[config.mk]
export PLATFORM = sky130hd
export DESIGN_NAME = dmem_arbiter_flat
export DESIGN_NICKNAME = d
export VERILOG_FILES = /design/src/rtl/dmem_arbiter_if.sv /design/src/rtl/dmem_arbiter.sv /design/src/flat_wrapper.sv
export SDC_FILE = /design/constraint.sdc
export NUM_CORES = 1
export LEC_CHECK = 0
export ABC_AREA = 1
export BUFFER_PORTS_ARGS = -buffer_cell sky130_fd_sc_hd__buf_2
export CAP_MARGIN = 20
export CORE_ASPECT_RATIO = 1.5
export CORE_MARGIN = 5
export CORE_UTILIZATION = 35
export CTS_CLUSTER_SIZE = 40
export DETAILED_ROUTE_END_ITERATION = 10
export PLACE_DENSITY = 0.71
export SKIP_CTS_REPAIR_TIMING = 1
export SLEW_MARGIN = 20
export SYNTH_ARGS = -nofsm -noshare
export SYNTH_HDL_FRONTEND = slang
export SYNTH_SLANG_ARGS = --single-unit
[constraint.sdc]
create_clock -name clk -period 4.3 [get_ports clk]
set_input_delay 0.43 -clock clk [delete_from_list [all_inputs] [get_ports clk]]
set_output_delay 0.43 -clock clk [all_outputs]
set_load 0.01 [all_outputs]
[src/rtl/dmem_arbiter_if.sv]
// Bundle of the CPU load/store port, the debug/dump port and the single-port
// data memory port that dmem_arbiter sits between.
interface dmem_arbiter_if #(
  parameter int ADDR_W = 12
);
  logic              cpu_req;
  logic              cpu_we;
  logic [1:0]        cpu_size;
  logic              cpu_sext;
  logic [ADDR_W-1:0] cpu_addr;
  logic [31:0]       cpu_wdata;
  logic              cpu_ack;
  logic [31:0]       cpu_rdata;
  logic              cpu_err;

  logic              dbg_req;
  logic              dbg_we;
  logic [ADDR_W-1:0] dbg_addr;
  logic [31:0]       dbg_wdata;
  logic              dbg_ack;
  logic [31:0]       dbg_rdata;

  logic              mem_en;
  logic [3:0]        mem_we;
  logic [ADDR_W-3:0] mem_addr;
  logic [31:0]       mem_wdata;
  logic [31:0]       mem_rdata;

  // Arbiter side.
  modport slave (
    input  cpu_req, cpu_we, cpu_size, cpu_sext, cpu_addr, cpu_wdata,
    output cpu_ack, cpu_rdata, cpu_err,
    input  dbg_req, dbg_we, dbg_addr, dbg_wdata,
    output dbg_ack, dbg_rdata,
    output mem_en, mem_we, mem_addr, mem_wdata,
    input  mem_rdata
  );

  // Requester and memory side.
  modport master (
    output cpu_req, cpu_we, cpu_size, cpu_sext, cpu_addr, cpu_wdata,
    input  cpu_ack, cpu_rdata, cpu_err,
    output dbg_req, dbg_we, dbg_addr, dbg_wdata,
    input  dbg_ack, dbg_rdata,
    input  mem_en, mem_we, mem_addr, mem_wdata,
    output mem_rdata
  );
endinterface

[src/rtl/dmem_arbiter.sv]
// Data memory arbiter: shares one word-wide synchronous RAM between the CPU
// load/store path (with sub-word lanes) and a debug word port, with anti-starvation.
module dmem_arbiter #(
  parameter int ADDR_W     = 12,
  parameter int STARVE_MAX = 4
) (
  input  logic           clk,
  input  logic           rst,
  dmem_arbiter_if.slave  bus
);

  localparam int CNT_W = $clog2(STARVE_MAX + 1);
  localparam logic [CNT_W-1:0] STARVE_LIM = CNT_W'(STARVE_MAX);

  typedef enum logic [1:0] {
    IDLE   = 2'd0,
    ISSUE  = 2'd1,
    RDWAIT = 2'd2,
    DONE   = 2'd3
  } state_t;

  state_t            state_reg, state_next;
  logic [CNT_W-1:0]  starve_reg, starve_next;

  logic              op_dbg_reg, op_dbg_next;
  logic              op_we_reg, op_we_next;
  logic [1:0]        op_size_reg, op_size_next;
  logic              op_sext_reg, op_sext_next;
  logic [ADDR_W-1:0] op_addr_reg, op_addr_next;
  logic [31:0]       op_wdata_reg, op_wdata_next;

  logic              cpu_ack_reg, cpu_ack_next;
  logic              cpu_err_reg, cpu_err_next;
  logic [31:0]       cpu_rdata_reg, cpu_rdata_next;
  logic              dbg_ack_reg, dbg_ack_next;
  logic [31:0]       dbg_rdata_reg, dbg_rdata_next;

  logic              grant_dbg, grant_cpu;
  logic              cpu_illegal;
  logic [7:0]        rd_lane [4];
  logic [7:0]        byte_v;
  logic [15:0]       half_v;
  logic [31:0]       ext_data;
  logic [3:0]        st_we;
  logic [31:0]       st_wdata;

  genvar gi;
  generate
    for (gi = 0; gi < 4; gi++) begin : g_lane
      assign rd_lane[gi] = bus.mem_rdata[8*gi +: 8];
    end
  endgenerate

  // Debug only jumps the queue once the CPU has won STARVE_MAX times in a row over it.
  assign grant_dbg = bus.dbg_req && (!bus.cpu_req || (starve_reg == STARVE_LIM));
  assign grant_cpu = bus.cpu_req && !grant_dbg;

  always_comb begin
    cpu_illegal = 1'b0;
    case (bus.cpu_size)
      2'b00:   cpu_illegal = 1'b0;
      2'b01:   cpu_illegal = bus.cpu_addr[0];
      2'b10:   cpu_illegal = |bus.cpu_addr[1:0];
      default: cpu_illegal = 1'b1;
    endcase
  end

  always_comb begin
    byte_v   = rd_lane[op_addr_reg[1:0]];
    half_v   = op_addr_reg[1] ? bus.mem_rdata[31:16] : bus.mem_rdata[15:0];
    ext_data = bus.mem_rdata;
    if (!op_dbg_reg) begin
      case (op_size_reg)
        2'b00:   ext_data = {{24{op_sext_reg & byte_v[7]}}, byte_v};
        2'b01:   ext_data = {{16{op_sext_reg & half_v[15]}}, half_v};
        default: ext_data = bus.mem_rdata;
      endcase
    end
  end

  always_comb begin
    st_we    = 4'b1111;
    st_wdata = op_wdata_reg;
    if (!op_dbg_reg) begin
      case (op_size_reg)
        2'b00: begin
          st_we    = 4'b0001 << op_addr_reg[1:0];
          st_wdata = {4{op_wdata_reg[7:0]}};
        end
        2'b01: begin
          st_we    = op_addr_reg[1] ? 4'b1100 : 4'b0011;
          st_wdata = {2{op_wdata_reg[15:0]}};
        end
        default: begin
          st_we    = 4'b1111;
          st_wdata = op_wdata_reg;
        end
      endcase
    end
  end

  assign bus.mem_en    = (state_reg == ISSUE);
  assign bus.mem_we    = ((state_reg == ISSUE) && op_we_reg) ? st_we : 4'b0000;
  assign bus.mem_addr  = op_addr_reg[ADDR_W-1:2];
  assign bus.mem_wdata = st_wdata;

  assign bus.cpu_ack   = cpu_ack_reg;
  assign bus.cpu_err   = cpu_err_reg;
  assign bus.cpu_rdata = cpu_rdata_reg;
  assign bus.dbg_ack   = dbg_ack_reg;
  assign bus.dbg_rdata = dbg_rdata_reg;

  // Acks are raised on the transition into DONE so they are registered yet land in DONE.
  always_comb begin
    state_next     = state_reg;
    starve_next    = starve_reg;
    op_dbg_next    = op_dbg_reg;
    op_we_next     = op_we_reg;
    op_size_next   = op_size_reg;
    op_sext_next   = op_sext_reg;
    op_addr_next   = op_addr_reg;
    op_wdata_next  = op_wdata_reg;
    cpu_ack_next   = 1'b0;
    cpu_err_next   = 1'b0;
    cpu_rdata_next = cpu_rdata_reg;
    dbg_ack_next   = 1'b0;
    dbg_rdata_next = dbg_rdata_reg;

    case (state_reg)
      IDLE: begin
        if (grant_dbg) begin
          op_dbg_next   = 1'b1;
          op_we_next    = bus.dbg_we;
          op_size_next  = 2'b10;
          op_sext_next  = 1'b0;
          op_addr_next  = bus.dbg_addr;
          op_wdata_next = bus.dbg_wdata;
          starve_next   = '0;
          state_next    = ISSUE;
        end else if (grant_cpu) begin
          op_dbg_next   = 1'b0;
          op_we_next    = bus.cpu_we;
          op_size_next  = bus.cpu_size;
          op_sext_next  = bus.cpu_sext;
          op_addr_next  = bus.cpu_addr;
          op_wdata_next = bus.cpu_wdata;
          if (bus.dbg_req && (starve_reg != STARVE_LIM)) begin
            starve_next = starve_reg + CNT_W'(1);
          end
          if (cpu_illegal) begin
            cpu_ack_next = 1'b1;
            cpu_err_next = 1'b1;
            state_next   = DONE;
          end else begin
            state_next   = ISSUE;
          end
        end
      end
      ISSUE: begin
        if (op_we_reg) begin
          cpu_ack_next = !op_dbg_reg;
          dbg_ack_next = op_dbg_reg;
          state_next   = DONE;
        end else begin
          state_next   = RDWAIT;
        end
      end
      RDWAIT: begin
        cpu_ack_next = !op_dbg_reg;
        dbg_ack_next = op_dbg_reg;
        if (op_dbg_reg) begin
          dbg_rdata_next = bus.mem_rdata;
        end else begin
          cpu_rdata_next = ext_data;
        end
        state_next = DONE;
      end
      DONE: begin
        state_next = IDLE;
      end
      default: begin
        state_next = IDLE;
      end
    endcase
  end

  always_ff @(posedge clk or posedge rst) begin
    if (rst) begin
      state_reg     <= IDLE;
      starve_reg    <= '0;
      op_dbg_reg    <= 1'b0;
      op_we_reg     <= 1'b0;
      op_size_reg   <= 2'b00;
      op_sext_reg   <= 1'b0;
      op_addr_reg   <= '0;
      op_wdata_reg  <= '0;
      cpu_ack_reg   <= 1'b0;
      cpu_err_reg   <= 1'b0;
      cpu_rdata_reg <= '0;
      dbg_ack_reg   <= 1'b0;
      dbg_rdata_reg <= '0;
    end else begin
      state_reg     <= state_next;
      starve_reg    <= starve_next;
      op_dbg_reg    <= op_dbg_next;
      op_we_reg     <= op_we_next;
      op_size_reg   <= op_size_next;
      op_sext_reg   <= op_sext_next;
      op_addr_reg   <= op_addr_next;
      op_wdata_reg  <= op_wdata_next;
      cpu_ack_reg   <= cpu_ack_next;
      cpu_err_reg   <= cpu_err_next;
      cpu_rdata_reg <= cpu_rdata_next;
      dbg_ack_reg   <= dbg_ack_next;
      dbg_rdata_reg <= dbg_rdata_next;
    end
  end

endmodule

[src/flat_wrapper.sv]
// flat-port wrapper written by rule: the top's interface ports become plain ports
module dmem_arbiter_flat 
#(
  parameter int ADDR_W     = 12,
  parameter int STARVE_MAX = 4
)
  (clk, rst, bus_cpu_req, bus_cpu_we, bus_cpu_size, bus_cpu_sext, bus_cpu_addr, bus_cpu_wdata, bus_cpu_ack, bus_cpu_rdata, bus_cpu_err, bus_dbg_req, bus_dbg_we, bus_dbg_addr, bus_dbg_wdata, bus_dbg_ack, bus_dbg_rdata, bus_mem_en, bus_mem_we, bus_mem_addr, bus_mem_wdata, bus_mem_rdata);
  dmem_arbiter_if #(.ADDR_W(ADDR_W)) bus_i ();
  input  logic clk;
  input  logic rst;
  input wire logic [$bits(bus_i.cpu_req)-1:0] bus_cpu_req;
  input wire logic [$bits(bus_i.cpu_we)-1:0] bus_cpu_we;
  input wire logic [$bits(bus_i.cpu_size)-1:0] bus_cpu_size;
  input wire logic [$bits(bus_i.cpu_sext)-1:0] bus_cpu_sext;
  input wire logic [$bits(bus_i.cpu_addr)-1:0] bus_cpu_addr;
  input wire logic [$bits(bus_i.cpu_wdata)-1:0] bus_cpu_wdata;
  output wire logic [$bits(bus_i.cpu_ack)-1:0] bus_cpu_ack;
  output wire logic [$bits(bus_i.cpu_rdata)-1:0] bus_cpu_rdata;
  output wire logic [$bits(bus_i.cpu_err)-1:0] bus_cpu_err;
  input wire logic [$bits(bus_i.dbg_req)-1:0] bus_dbg_req;
  input wire logic [$bits(bus_i.dbg_we)-1:0] bus_dbg_we;
  input wire logic [$bits(bus_i.dbg_addr)-1:0] bus_dbg_addr;
  input wire logic [$bits(bus_i.dbg_wdata)-1:0] bus_dbg_wdata;
  output wire logic [$bits(bus_i.dbg_ack)-1:0] bus_dbg_ack;
  output wire logic [$bits(bus_i.dbg_rdata)-1:0] bus_dbg_rdata;
  output wire logic [$bits(bus_i.mem_en)-1:0] bus_mem_en;
  output wire logic [$bits(bus_i.mem_we)-1:0] bus_mem_we;
  output wire logic [$bits(bus_i.mem_addr)-1:0] bus_mem_addr;
  output wire logic [$bits(bus_i.mem_wdata)-1:0] bus_mem_wdata;
  input wire logic [$bits(bus_i.mem_rdata)-1:0] bus_mem_rdata;
  assign bus_i.cpu_req = bus_cpu_req;
  assign bus_i.cpu_we = bus_cpu_we;
  assign bus_i.cpu_size = bus_cpu_size;
  assign bus_i.cpu_sext = bus_cpu_sext;
  assign bus_i.cpu_addr = bus_cpu_addr;
  assign bus_i.cpu_wdata = bus_cpu_wdata;
  assign bus_cpu_ack = bus_i.cpu_ack;
  assign bus_cpu_rdata = bus_i.cpu_rdata;
  assign bus_cpu_err = bus_i.cpu_err;
  assign bus_i.dbg_req = bus_dbg_req;
  assign bus_i.dbg_we = bus_dbg_we;
  assign bus_i.dbg_addr = bus_dbg_addr;
  assign bus_i.dbg_wdata = bus_dbg_wdata;
  assign bus_dbg_ack = bus_i.dbg_ack;
  assign bus_dbg_rdata = bus_i.dbg_rdata;
  assign bus_mem_en = bus_i.mem_en;
  assign bus_mem_we = bus_i.mem_we;
  assign bus_mem_addr = bus_i.mem_addr;
  assign bus_mem_wdata = bus_i.mem_wdata;
  assign bus_i.mem_rdata = bus_mem_rdata;
  dmem_arbiter #(.ADDR_W(ADDR_W), .STARVE_MAX(STARVE_MAX)) u_core (.clk(clk), .rst(rst), .bus(bus_i));
endmodule
==> reports/results.env <==
FIN_CRIT_PS=2850
N_FILL_CELL=1753
POWER_PER_CELL_AREA_mW_PER_MM2=825
CP.ARRIVAL_PS=2420
GRT_PASS1_WL_UM=31200
WL_MET2_UM=10700
DETAIL-ROUTE-ANTENNA-NETS=0
REG2REG_TO='u_core.op_wdata_reg[18]'
POST_SYNTH.CELL_AREA_AVG_UM2=8.23
DETAILEDPLACE.WORSTSLACK_PS=1870
WORST_PATH_LARGEST_CELL_DELAY_PS=850
GLOBALROUTEOVERFLOWTOTAL=0
YS.WARNINGS.COUNT=0
SYNTH.LIB_CELLS_USED.DISTINCT=30
ROUTE.FINAL.WIRE_LENGTH_UM=20000
POSTLAYOUTSETUPSLACKWORST_PS=1450
GRT_MAX_DEGREE=66
CRITICAL_PATH.STARTPOINT_TYPE='register'
CRIT_PATH_CELL_TRACE='nor2_2 > o21ai_0 > buf_2'
MET3WIRELENGTH_UM=1430
IOPINCOUNT=243
END_KIND='output pin'
NETS=1082
DPL_CELL_AREA_MM2=0.00730
POST-ROUTE-UTIL=0.457
FINAL_REPLACE_WEIGHTED_CONGESTION=0.831
DIE_HEIGHT_UM=172
NETLIST_INSTANCES=744
POST_SYNTHESIS_SEQUENTIAL_ELEMENT_COUNT=121
CLK_LATENCY_PS=400
INITIAL_UTILIZATION=0.354
GRT_ANTENNA_BEFORE_REPAIR=1
NUMCLOCKSINKS=121
SETUP_TNS_PS=0
SETUP_VIOL_COUNT_FINAL=0
STARTPOINT='u_core.op_size_reg[1]'
SETUP_REPAIR_AFTER_GLOBAL_ROUTING_MISSED_ITS_MARGIN='no'
LAYOUT_WORST_PATH_CYCLE_SHARE=0.662
AREA_OF_THE_MULTI_INPUT_GATES_MM2=0.00249
CTSHTREEMAXLEVEL=4
MAXSLEWVIOLCOUNT=0
SYNTHESIS.NETS=879
HP-CLASS='input port to asynchronous set/reset pin'
CORE_MM2=0.0173
DETAIL_ROUTE.WL_PER_CELL_UM=17.0
POST_SYNTH_INSTANCE_AREA_MM2=0.00612
CTS-ROOT-BUF='sky130_fd_sc_hd__clkbuf_16'
SYNTH_ASYNC_SR_FLOP_SHARE=1.00
M1WIRELENGTH_UM=7630
NUM_ROWS=59
SYNTH_ENABLE_FLOP_CELLS=0
SYNTHADDERAREAFRAC=0.0123
CTS_MADE_BUFFERS=17
CTS.PATH.MAX_BUFFERS=2
DP_CELLS=1141
SEQCELLAREA_MM2=0.00303
REQUIRED_PS=3870
COMPOUND_CELL_AREA_SHARE_OF_THE_YOSYS_NETLIST=0.199
SYNTH-MAIN-FF-CELL='sky130_fd_sc_hd__dfrtp_1'
MAXCLOCKFREQUENCY_MHz=351
POST_SYNTH_XOR_AREA_FRACTION=0.00143
GRT_UTIL_ALL_LAYERS=0.193
WORSTSETUPPATHTYPE='register to output pin'
INSTANCES_NO_FILL=1173
VIAS_IN_THE_FIRST_GLOBAL_ROUTE=5828
TIMING_HOLD_VIOLATIONS_FINAL=0
DRTITER0DRC=409
WORST_PATH_MAX_DELAY_CELL='sky130_fd_sc_hd__nor2_2'
SYNTH_TOP_FAMILY_BY_AREA='compound AO/OA/AOI/OAI gates'
TIMING.MAX_CAP.VIOLATIONS=0
NUMBER_OF_BUFFER_CELLS_ADDED_ON_PRIMARY_PORTS=242
DIEAREA_MM2=0.0203
WORSTMARGINPINSLEW_PS=957
DIE-WIDTH_UM=118
CTS_TREE='yes'
POWER_mW=6.51
DRT_FIRST_PASS_ITERS=5
CLOCK_SLEW_SEEN_BY_THE_REGISTERS_OF_THE_WORST_SETUP_AND_HOLD_PATHS_PS=60
WORST_IR_DROP_VDD_uV=347
WORSTREG2REGSTART='u_core.state_reg[0]'
R2R.WORST_PATH.CELLS=7
WORST-PATH-MAX-FANOUT=51
AREA_DELTA_SYNTH_FINAL_PCT=29.0
HPWLAFTERDP_UM=15200
ANTENNA_CELLS_INSERTED=0
SETUP_SLACK_ON_THE_WORST_FLOP_TO_FLOP_PATH_PS=1950
YOSYSSEQAREASHARE=0.495
SYNTH.AREA.MUX_SHARE=0.0294
WHS_PS=193
OUTCOME='completed'
DRT_DRC_VIOLATIONS_LEFT=0
DRT-VIAS-PER-INSTANCE=4.95
POST_SYNTHESIS_SIMPLE_GATE_AREA_FRACTION=0.164
FINCLKSKEW_PS=10.2
STDCELL_AREA_MM2=0.00790
TOP_LAYER_USED='met5'
TIMING.MAX_SLEW.REL_SLACK=0.362
POWER.STATIC_LEAKAGE_nW=4.04
FINAL_LAYOUT_SIZE_SUFFIX_GT1_FRAC=0.338
VIAS_AFTER_DETAILED_ROUTING=5806
synth_stat cells, types with 3 or more instances:
cell	instances	area, µm²
sky130_fd_sc_hd__nand2_1	157	589
sky130_fd_sc_hd__dfrtp_1	121	3030
sky130_fd_sc_hd__o21ai_0	104	521
sky130_fd_sc_hd__nor2_1	70	263
sky130_fd_sc_hd__inv_1	63	236
sky130_fd_sc_hd__a21oi_1	47	235
sky130_fd_sc_hd__o22ai_1	35	219
sky130_fd_sc_hd__buf_2	25	125
sky130_fd_sc_hd__buf_4	20	150
sky130_fd_sc_hd__a31oi_1	19	119
sky130_fd_sc_hd__clkbuf_1	16	60.1
sky130_fd_sc_hd__mux2_2	16	180
sky130_fd_sc_hd__nand3_1	11	55.1
sky130_fd_sc_hd__a21oi_2	10	87.6
sky130_fd_sc_hd__ha_1	6	75.1
sky130_fd_sc_hd__inv_2	5	18.8
sky130_fd_sc_hd__nand2_2	3	18.8
metal layers:
metal | vias up | track usage
li1 | 2845 | -
met1 | 2705 | 0.217
met2 | 236 | 0.362
met3 | 18 | 0.0517
met4 | 2 | 0.0469
met5 | - | 0
cells by family after synthesis:
| family | count (synthesis) |
|---|---|
| simple gates | 248 |
| compound gates | 220 |
| buf+inv | 132 |
| flops | 121 |
| mux | 16 |
| fa+ha+maj | 6 |
| xor+xnor | 1 |
critical path, delay by kind of cell (launching register included):
family | cells | cell delay, ps
AND/OR/NAND/NOR | 1 | 850
flip-flops | 1 | 710
AO/OA/AOI/OAI | 1 | 250
buffers and inverters | 1 | 200
worst max-delay path by stage:
stage	to	slack, ps
3_5_place_dp	bus_mem_wdata[8]	1870
4_1_cts	bus_mem_wdata[8]	1430
6_report	bus_mem_wdata[8]	1450
5_1_grt	bus_mem_wdata[8]	1260
2_1_floorplan	u_core.bus.cpu_ack	660
3_3_place_gp	bus_mem_wdata[8]	1920
cell type report:
| cell class | count | share of cell area |
|---|---|---|
| Tap cell | 213 | 0.0338 |
| Clock buffer | 19 | 0.0574 |
| Clock inverter | 13 | 0.0181 |
| Inverter | 68 | 0.0326 |
| Sequential cell | 121 | 0.384 |
| Timing Repair Buffer | 248 | 0.159 |
| Multi-Input combinational cell | 491 | 0.315 |
power breakdown:
group | internal (mW) | switching [mW] | total [mW]
registers | 1.71 | 0.417 | 2.13
logic | 1.13 | 1.81 | 2.94
clock network | 0.888 | 0.551 | 1.44
total | 3.73 | 2.78 | 6.51
cell usage in the layout, fill, tap and decap left out, types with 3 or more instances in the layout:
cell type | Yosys | final
sky130_fd_sc_hd__nand2_1 | 157 | 155
sky130_fd_sc_hd__inv_2 | 5 | 5
sky130_fd_sc_hd__buf_2 | 25 | 242
sky130_fd_sc_hd__mux2_2 | 16 | 16
sky130_fd_sc_hd__buf_4 | 20 | 6
sky130_fd_sc_hd__a31oi_1 | 19 | 19
sky130_fd_sc_hd__o22ai_1 | 35 | 35
sky130_fd_sc_hd__ha_1 | 6 | 6
sky130_fd_sc_hd__nand3_1 | 11 | 11
sky130_fd_sc_hd__clkbuf_16 | 0 | 17
sky130_fd_sc_hd__a21oi_2 | 10 | 10
sky130_fd_sc_hd__clkinvlp_4 | 0 | 5
sky130_fd_sc_hd__inv_1 | 63 | 62
sky130_fd_sc_hd__inv_6 | 0 | 3
sky130_fd_sc_hd__dfrtp_1 | 121 | 120
sky130_fd_sc_hd__nor2_1 | 70 | 69
sky130_fd_sc_hd__o21ai_0 | 104 | 104
sky130_fd_sc_hd__nand2_2 | 3 | 5
sky130_fd_sc_hd__a21oi_1 | 47 | 47
(Power assumes the default switching activity.)
